**src/rtl/adder_arb_pkg.sv**
```systemverilog
// Shared types and helpers for the adder_arbiter slice: output-stage state
// encoding and the requester-ID width helper.
package adder_arb_pkg;

  // Output register occupancy: EMPTY means no response held, FULL means
  // rsp_* carries a result waiting for the consumer.
  typedef enum logic {
    EMPTY = 1'b0,
    FULL  = 1'b1
  } out_state_e;

  // Requester-ID width: $clog2(n), but never narrower than one bit.
  function automatic int idw(input int n);
    return (n > 1) ? $clog2(n) : 1;
  endfunction

endpackage

```
**src/rtl/adder_arbiter_if.sv**
```systemverilog
// Bundle of request and response handshake signals for adder_arbiter.
//
// Handshake semantics (both channels): a transfer happens on a rising clock
// edge where valid and ready are both high. A requester that raises
// req_valid[i] keeps req_a/req_b slice i stable and req_valid[i] high until
// it sees req_ready[i]. The response side holds rsp_id/rsp_sum/rsp_cout
// stable while rsp_valid is high and rsp_ready is low.
interface adder_arbiter_if #(
  parameter int WIDTH = 8,
  parameter int NREQ  = 4,
  parameter int IDW   = adder_arb_pkg::idw(NREQ)
);

  logic [NREQ-1:0]       req_valid;
  logic [NREQ-1:0]       req_ready;
  logic [NREQ*WIDTH-1:0] req_a;
  logic [NREQ*WIDTH-1:0] req_b;
  logic                  rsp_valid;
  logic                  rsp_ready;
  logic [IDW-1:0]        rsp_id;
  logic [WIDTH-1:0]      rsp_sum;
  logic                  rsp_cout;

  // Client side: requesters and the response consumer.
  modport master (
    output req_valid, req_a, req_b, rsp_ready,
    input  req_ready, rsp_valid, rsp_id, rsp_sum, rsp_cout
  );

  // Arbiter side.
  modport slave (
    input  req_valid, req_a, req_b, rsp_ready,
    output req_ready, rsp_valid, rsp_id, rsp_sum, rsp_cout
  );

endinterface

```
**src/rtl/adder.sv**
```systemverilog
// Plain WIDTH-bit ripple-carry adder with carry in and carry out.
module adder #(
  parameter int WIDTH = 8
) (
  input  logic [WIDTH-1:0] a,
  input  logic [WIDTH-1:0] b,
  input  logic             cin,
  output logic [WIDTH-1:0] sum,
  output logic             cout
);

  // Ripple the carry bit by bit from LSB to MSB.
  always_comb begin
    logic c;
    c   = cin;
    sum = '0;
    for (int i = 0; i < WIDTH; i++) begin
      sum[i] = a[i] ^ b[i] ^ c;
      c      = (a[i] & b[i]) | (c & (a[i] ^ b[i]));
    end
    cout = c;
  end

endmodule

```
**src/rtl/adder_arbiter_rr_arbiter.sv**
```systemverilog
// Combinational requester search for adder_arbiter.
// Default: round-robin, first set request at or above ptr with wrap.
// With ADDER_ARB_FIXED_PRIO_EN defined: lowest index wins, ptr ignored.
module rr_arbiter #(
  parameter int NREQ = 4,
  parameter int IDW  = 1
) (
  input  logic [NREQ-1:0] req,
  input  logic [IDW-1:0]  ptr,
  input  logic            en,
  output logic [NREQ-1:0] grant,
  output logic [IDW-1:0]  grant_idx,
  output logic            grant_any
);

`ifdef ADDER_ARB_FIXED_PRIO_EN
  logic unused_ptr;
  assign unused_ptr = ^ptr;
`endif

  // Walk search steps in priority order; the candidate for each step is
  // matched against every index so no variable bit-select is needed.
  always_comb begin
    int   idx;
    logic found;
    grant     = '0;
    grant_idx = '0;
    found     = 1'b0;
    idx       = 0;
    for (int i = 0; i < NREQ; i++) begin
`ifdef ADDER_ARB_FIXED_PRIO_EN
      idx = i;
`else
      idx = int'(ptr) + i;
      if (idx >= NREQ) idx = idx - NREQ;
`endif
      for (int j = 0; j < NREQ; j++) begin
        if (en && !found && req[j] && (idx == j)) begin
          found     = 1'b1;
          grant[j]  = 1'b1;
          grant_idx = IDW'(j);
        end
      end
    end
    grant_any = found;
  end

endmodule

```
**src/rtl/adder_arbiter.sv**
```systemverilog
// adder_arbiter: shares one ripple-carry adder among NREQ requesters and
// returns one registered, ID-tagged result per grant on a single response
// port. Optional build macro: ADDER_ARB_FIXED_PRIO_EN selects fixed
// lowest-index-wins priority instead of round-robin.
module adder_arbiter
  import adder_arb_pkg::*;
#(
  parameter int WIDTH = 8,
  parameter int NREQ  = 4
) (
  input  logic            clk,
  input  logic            rst_n,
  adder_arbiter_if.slave  bus,
  output out_state_e      dbg_state
);

  localparam int IDW = idw(NREQ);

  out_state_e       state_q, state_d;
  logic [IDW-1:0]   ptr_q, ptr_d;
  logic [IDW-1:0]   id_q, id_d;
  logic [WIDTH-1:0] sum_q, sum_d;
  logic             cout_q, cout_d;

  logic             can_accept;
  logic [NREQ-1:0]  grant;
  logic [IDW-1:0]   grant_idx;
  logic             grant_any;
  logic [WIDTH-1:0] op_a, op_b;
  logic [WIDTH-1:0] add_sum;
  logic             add_cout;

  // The output register can take a new result when it is empty or is
  // being drained this very cycle (back-to-back, no bubble).
  assign can_accept = (state_q == EMPTY) || bus.rsp_ready;

  rr_arbiter #(
    .NREQ (NREQ),
    .IDW  (IDW)
  ) u_arb (
    .req       (bus.req_valid),
    .ptr       (ptr_q),
    .en        (can_accept),
    .grant     (grant),
    .grant_idx (grant_idx),
    .grant_any (grant_any)
  );

  // Steer the granted requester's operands into the shared adder.
  always_comb begin
    op_a = '0;
    op_b = '0;
    for (int i = 0; i < NREQ; i++) begin
      if (grant_idx == IDW'(i)) begin
        op_a = bus.req_a[i*WIDTH +: WIDTH];
        op_b = bus.req_b[i*WIDTH +: WIDTH];
      end
    end
  end

  adder #(
    .WIDTH (WIDTH)
  ) u_adder (
    .a    (op_a),
    .b    (op_b),
    .cin  (1'b0),
    .sum  (add_sum),
    .cout (add_cout)
  );

  // Next state: capture on grant, otherwise drop to EMPTY when drained.
  always_comb begin
    state_d = state_q;
    ptr_d   = ptr_q;
    id_d    = id_q;
    sum_d   = sum_q;
    cout_d  = cout_q;
    if (grant_any) begin
      state_d = FULL;
      id_d    = grant_idx;
      sum_d   = add_sum;
      cout_d  = add_cout;
`ifdef ADDER_ARB_FIXED_PRIO_EN
      ptr_d   = ptr_q;
`else
      ptr_d   = (grant_idx == IDW'(NREQ - 1)) ? '0 : grant_idx + IDW'(1);
`endif
    end else if ((state_q == FULL) && bus.rsp_ready) begin
      state_d = EMPTY;
    end
  end

  // State, pointer and response registers; reset discards any held result.
  always_ff @(posedge clk or negedge rst_n) begin
    if (!rst_n) begin
      state_q <= EMPTY;
      ptr_q   <= '0;
      id_q    <= '0;
      sum_q   <= '0;
      cout_q  <= 1'b0;
    end else begin
      state_q <= state_d;
      ptr_q   <= ptr_d;
      id_q    <= id_d;
      sum_q   <= sum_d;
      cout_q  <= cout_d;
    end
  end

  assign bus.req_ready = grant;
  assign bus.rsp_valid = (state_q == FULL);
  assign bus.rsp_id    = id_q;
  assign bus.rsp_sum   = sum_q;
  assign bus.rsp_cout  = cout_q;
  assign dbg_state     = state_q;

endmodule

```
**src/flat_wrapper.sv**
```systemverilog
// flat-port wrapper written by rule: the top's interface ports become plain ports
module adder_arbiter_flat import adder_arb_pkg::*;
#(
  parameter int WIDTH = 8,
  parameter int NREQ  = 4
)
  (clk, rst_n, dbg_state, bus_req_valid, bus_req_a, bus_req_b, bus_rsp_ready, bus_req_ready, bus_rsp_valid, bus_rsp_id, bus_rsp_sum, bus_rsp_cout);
  adder_arbiter_if #(.WIDTH(WIDTH), .NREQ(NREQ)) bus_i ();
  input  logic clk;
  input  logic rst_n;
  output out_state_e dbg_state;
  input wire logic [$bits(bus_i.req_valid)-1:0] bus_req_valid;
  input wire logic [$bits(bus_i.req_a)-1:0] bus_req_a;
  input wire logic [$bits(bus_i.req_b)-1:0] bus_req_b;
  input wire logic [$bits(bus_i.rsp_ready)-1:0] bus_rsp_ready;
  output wire logic [$bits(bus_i.req_ready)-1:0] bus_req_ready;
  output wire logic [$bits(bus_i.rsp_valid)-1:0] bus_rsp_valid;
  output wire logic [$bits(bus_i.rsp_id)-1:0] bus_rsp_id;
  output wire logic [$bits(bus_i.rsp_sum)-1:0] bus_rsp_sum;
  output wire logic [$bits(bus_i.rsp_cout)-1:0] bus_rsp_cout;
  assign bus_i.req_valid = bus_req_valid;
  assign bus_i.req_a = bus_req_a;
  assign bus_i.req_b = bus_req_b;
  assign bus_i.rsp_ready = bus_rsp_ready;
  assign bus_req_ready = bus_i.req_ready;
  assign bus_rsp_valid = bus_i.rsp_valid;
  assign bus_rsp_id = bus_i.rsp_id;
  assign bus_rsp_sum = bus_i.rsp_sum;
  assign bus_rsp_cout = bus_i.rsp_cout;
  adder_arbiter #(.WIDTH(WIDTH), .NREQ(NREQ)) u_core (.clk(clk), .rst_n(rst_n), .bus(bus_i), .dbg_state(dbg_state));
endmodule
```
**config.mk**
```make
export PLATFORM = sky130hd
export DESIGN_NAME = adder_arbiter_flat
export DESIGN_NICKNAME = d
export VERILOG_FILES = /design/src/rtl/adder_arb_pkg.sv /design/src/rtl/adder_arbiter_if.sv /design/src/rtl/adder.sv /design/src/rtl/adder_arbiter_rr_arbiter.sv /design/src/rtl/adder_arbiter.sv /design/src/flat_wrapper.sv
export SDC_FILE = /design/constraint.sdc
export NUM_CORES = 1
export LEC_CHECK = 0
export ABC_AREA = 1
export CAP_MARGIN = 15
export CORE_MARGIN = 3
export CORE_UTILIZATION = 42
export DETAILED_ROUTE_END_ITERATION = 7
export GPL_ROUTABILITY_DRIVEN = 0
export PLACE_DENSITY = 0.83
export SLEW_MARGIN = 20
export SYNTH_ARGS = -nofsm -noshare
export SYNTH_HDL_FRONTEND = slang
export SYNTH_HIERARCHICAL = 1
export SYNTH_SLANG_ARGS = --single-unit
```
**constraint.sdc**
```tcl
create_clock -name clk -period 7.8 [get_ports clk]
set_input_delay 1.56 -clock clk [delete_from_list [all_inputs] [get_ports clk]]
set_output_delay 1.56 -clock clk [all_outputs]
set_load 0.02 [all_outputs]
```
==> metrics.md <==
| Metric | Value |
|---|---|
| Final hold vios | 0 |
| Syn Inst Count | 303 |
| Met2 WL | 2870 um |
| Critical path buffers and inverters | 8 |
| Setup crit end | u_core/bus.rsp_sum[7]$_DFFE_PN0P_ |
| DRT met1 WL | 2020 um |
| Total die area | 5450 sq um |
| CTS resizes | 0 |
| Row cnt | 24 |
| Core area | 4380 sq um |
| Cells on worst reg2reg path | 32 |
| CP startpoint | bus_rsp_ready |
| Setup TNS | 0 ns |
| ANT nets after route | 0 |
| H-tree depth | 1 |
| Outcome | finished, final reports clean |
| CTS Hold Bufs | 0 |
| Cell taking the most area after synthesis | nand2_1 |
| Reg2Reg Launch Point | u_core/bus.rsp_valid$_DFFE_PN0P_ |
| Io pins | 88 |
| Clock sinks | 14 |
| Unique masters post-synth | 28 |
| Final wirelength | 5430 um |
| Setup crit start kind | primary input |
| Dpl hpwl | 4630 um |
| Initial antenna violation count | 0 |
| Register area share after synthesis | 0.181 |
| Setup slack, reg-to-reg | 1.74 ns |
| Crit Path Max Fanout | 11 |
| CTS Buffer Depth | 2 |
| CP top delay family | adder cells |
| Share of the synthesized area in the top cell type | 0.231 |
| CTS buffer count | 3 |
| Nets | 469 |
| Fin. max-slew vios | 0 |
| Iteration-0 DRC Markers | 136 |
| Vias | 2116 |
| Final setup vio count | 0 |
| I/O Buffers | 87 |
| Min Tclk post-route | 7.45 ns |
| Layout cell share with drive strength beyond 1 | 0.104 |
| DRC viols | 0 |
| Antenna cells | 0 |
| Min-delay worst type | flip-flop to flip-flop |
| Yosys warnings | 6 |
| Pin count of the biggest net entering global routing | 23 |
| Insertion delay to the later sink of the worst-skew pair | 0.24 ns |
| Drt first pass iters | 4 |
| Clk slew on worst S/H paths | 0.05 ns |
| Max incr delay on CP | 0.41 ns |
| CP required | 7.98 ns |
| CTS tree | built |
| Syn nets | 386 |
| Setup crit end kind | flip-flop |
| Grt total ovfl | 0 |
| Height of the die | 73.8 um |
| Starting density of the core | 0.440 |
| Commonest non-fill, non-tap cell in the layout | nand2_1 |
| First-pass GRT wire length | 8870 um |
| Routed len/inst | 12.4 um |
| Slew margin rel. | 0.426 |
| Syn avg cell area | 6.37 sq um |
| Root buffer cell | clkbuf_8 |
| Cell Area, Synth | 1930 sq um |
| Reg2reg end | u_core/bus.rsp_sum[7]$_DFFE_PN0P_ |
| Flops & latches, synth | 14 |
| Most used cell, CP | fa_1 |
| Max-Cap Viols | 0 |
| Largest cells by area after synthesis | nand2_1 (23%), dfrtp_1 (18%), inv_1 (8.6%), a21oi_1 (8.3%), fa_1 (8.3%) |
| Period utilisation layout | 0.956 |
| Worst Skew | 0.000713 ns |
| Setup bufs post-CTS | 0 |
| Vias in the first global route | 2103 |
| Slowest-stage cell, CP | fa_1 |
| CP Data Arrival Time | 7.64 ns |
| Area grow syn2layout | 46.5% |
| Tot GR Track Use | 0.208 |
| CP Class | primary input to flip-flop |
| Met3 WL | 480 um |
| Worst Tran Pin Value | 0.860 ns |
| Critical path depth | 34 |
| Max layer used | met4 |
| FMAX | 0.134 GHz |
| Via-per-instance ratio | 4.84 |
| Most frequent cells in the layout | nand2_1 (119), clkdlybuf4s50_1 (87), inv_1 (44) |
| Die W | 73.8 um |
==> worst reg2reg max path: cells and delay by family, from the launching register on <==
family,cells,cell delay (ns)
flops,1,0.35
fa+ha+maj,9,3.19
simple gates,16,1.89
buf+inv,6,0.44
compound gates,1,0.13
==> through the flow <==
stage / std cells / utilization / cell area, sq um / worst slack, ns / hold WS [ns]
after CTS: 437 / 0.642 / 2820 / 0.249 / 0.481
after floorplan: 303 / - / 1930 / 0.895 / 0.506
after global placement: 433 / 0.630 / 2760 / 0.188 / 0.461
final: 437 / 0.645 / 2830 / 0.346 / 0.476
after detailed placement: 433 / 0.630 / 2760 / 0.00639 / 0.466
after global routing: 437 / 0.645 / 2830 / -0.000357 / 0.520
==> final cells by class <==
class / count / area (sq um)
sequential: 14 / 350
tap: 52 / 65.1
multi-input combinational: 225 / 1250
clock buffer: 4 / 55.1
fill: 406 / 1560
inverter: 49 / 191
timing repair buffer: 93 / 916
==> registers in the layout, summed over array words and instances (netlist names) <==
| signal | cells |
|---|---|
| u_core/bus.rsp_cout | 1 |
| u_core/bus.rsp_id | 2 |
| u_core/ptr_q | 2 |
| u_core/bus.rsp_valid | 1 |
| u_core/bus.rsp_sum | 8 |
==> metal layers <==
metal  GRT usage  up-vias
met4      0.0382        0
li1            -     1095
met3      0.0629        8
met1       0.224      923
met5           0        -
met2       0.398       90
==> worst min path at each step <==
stage          cells after the start                                end                              start
3_3_place_gp                       2  u_core/bus.rsp_sum[3]$_DFFE_PN0P_  u_core/bus.rsp_sum[3]$_DFFE_PN0P_
3_5_place_dp                       2  u_core/bus.rsp_sum[5]$_DFFE_PN0P_  u_core/bus.rsp_sum[5]$_DFFE_PN0P_
2_1_floorplan                      2        u_core/ptr_q[1]$_DFFE_PN0P_        u_core/ptr_q[1]$_DFFE_PN0P_
5_1_grt                            2  u_core/bus.rsp_sum[1]$_DFFE_PN0P_  u_core/bus.rsp_sum[1]$_DFFE_PN0P_
4_1_cts                            2    u_core/bus.rsp_cout$_DFFE_PN0P_    u_core/bus.rsp_cout$_DFFE_PN0P_
6_report                           2    u_core/bus.rsp_cout$_DFFE_PN0P_    u_core/bus.rsp_cout$_DFFE_PN0P_
==> kinds of logic after synthesis <==
family                     after synthesis  synth area share
AOI/OAI and AO/OA                       37            0.0992
adders and majority gates               12             0.109
buffers and inverters                   64             0.178
DFF                                     14             0.181
other                                    1           0.00194
and+or+nand+nor                        175             0.431
==> synthesized netlist by cell type, drive strengths merged <==
library cell	instances
buf	14
inv	49
o21ai	3
nand2	124
o31ai	1
a21oi	32
clkbuf	1
dfrtp	14
nor3	6
ha	4
nand4	7
o2111ai	1
nand3	19
fa	8
nor2	19
conb	1
Power is not shown: default switching activity piles up to over one toggle a cycle in this logic, so the estimate is an artifact.
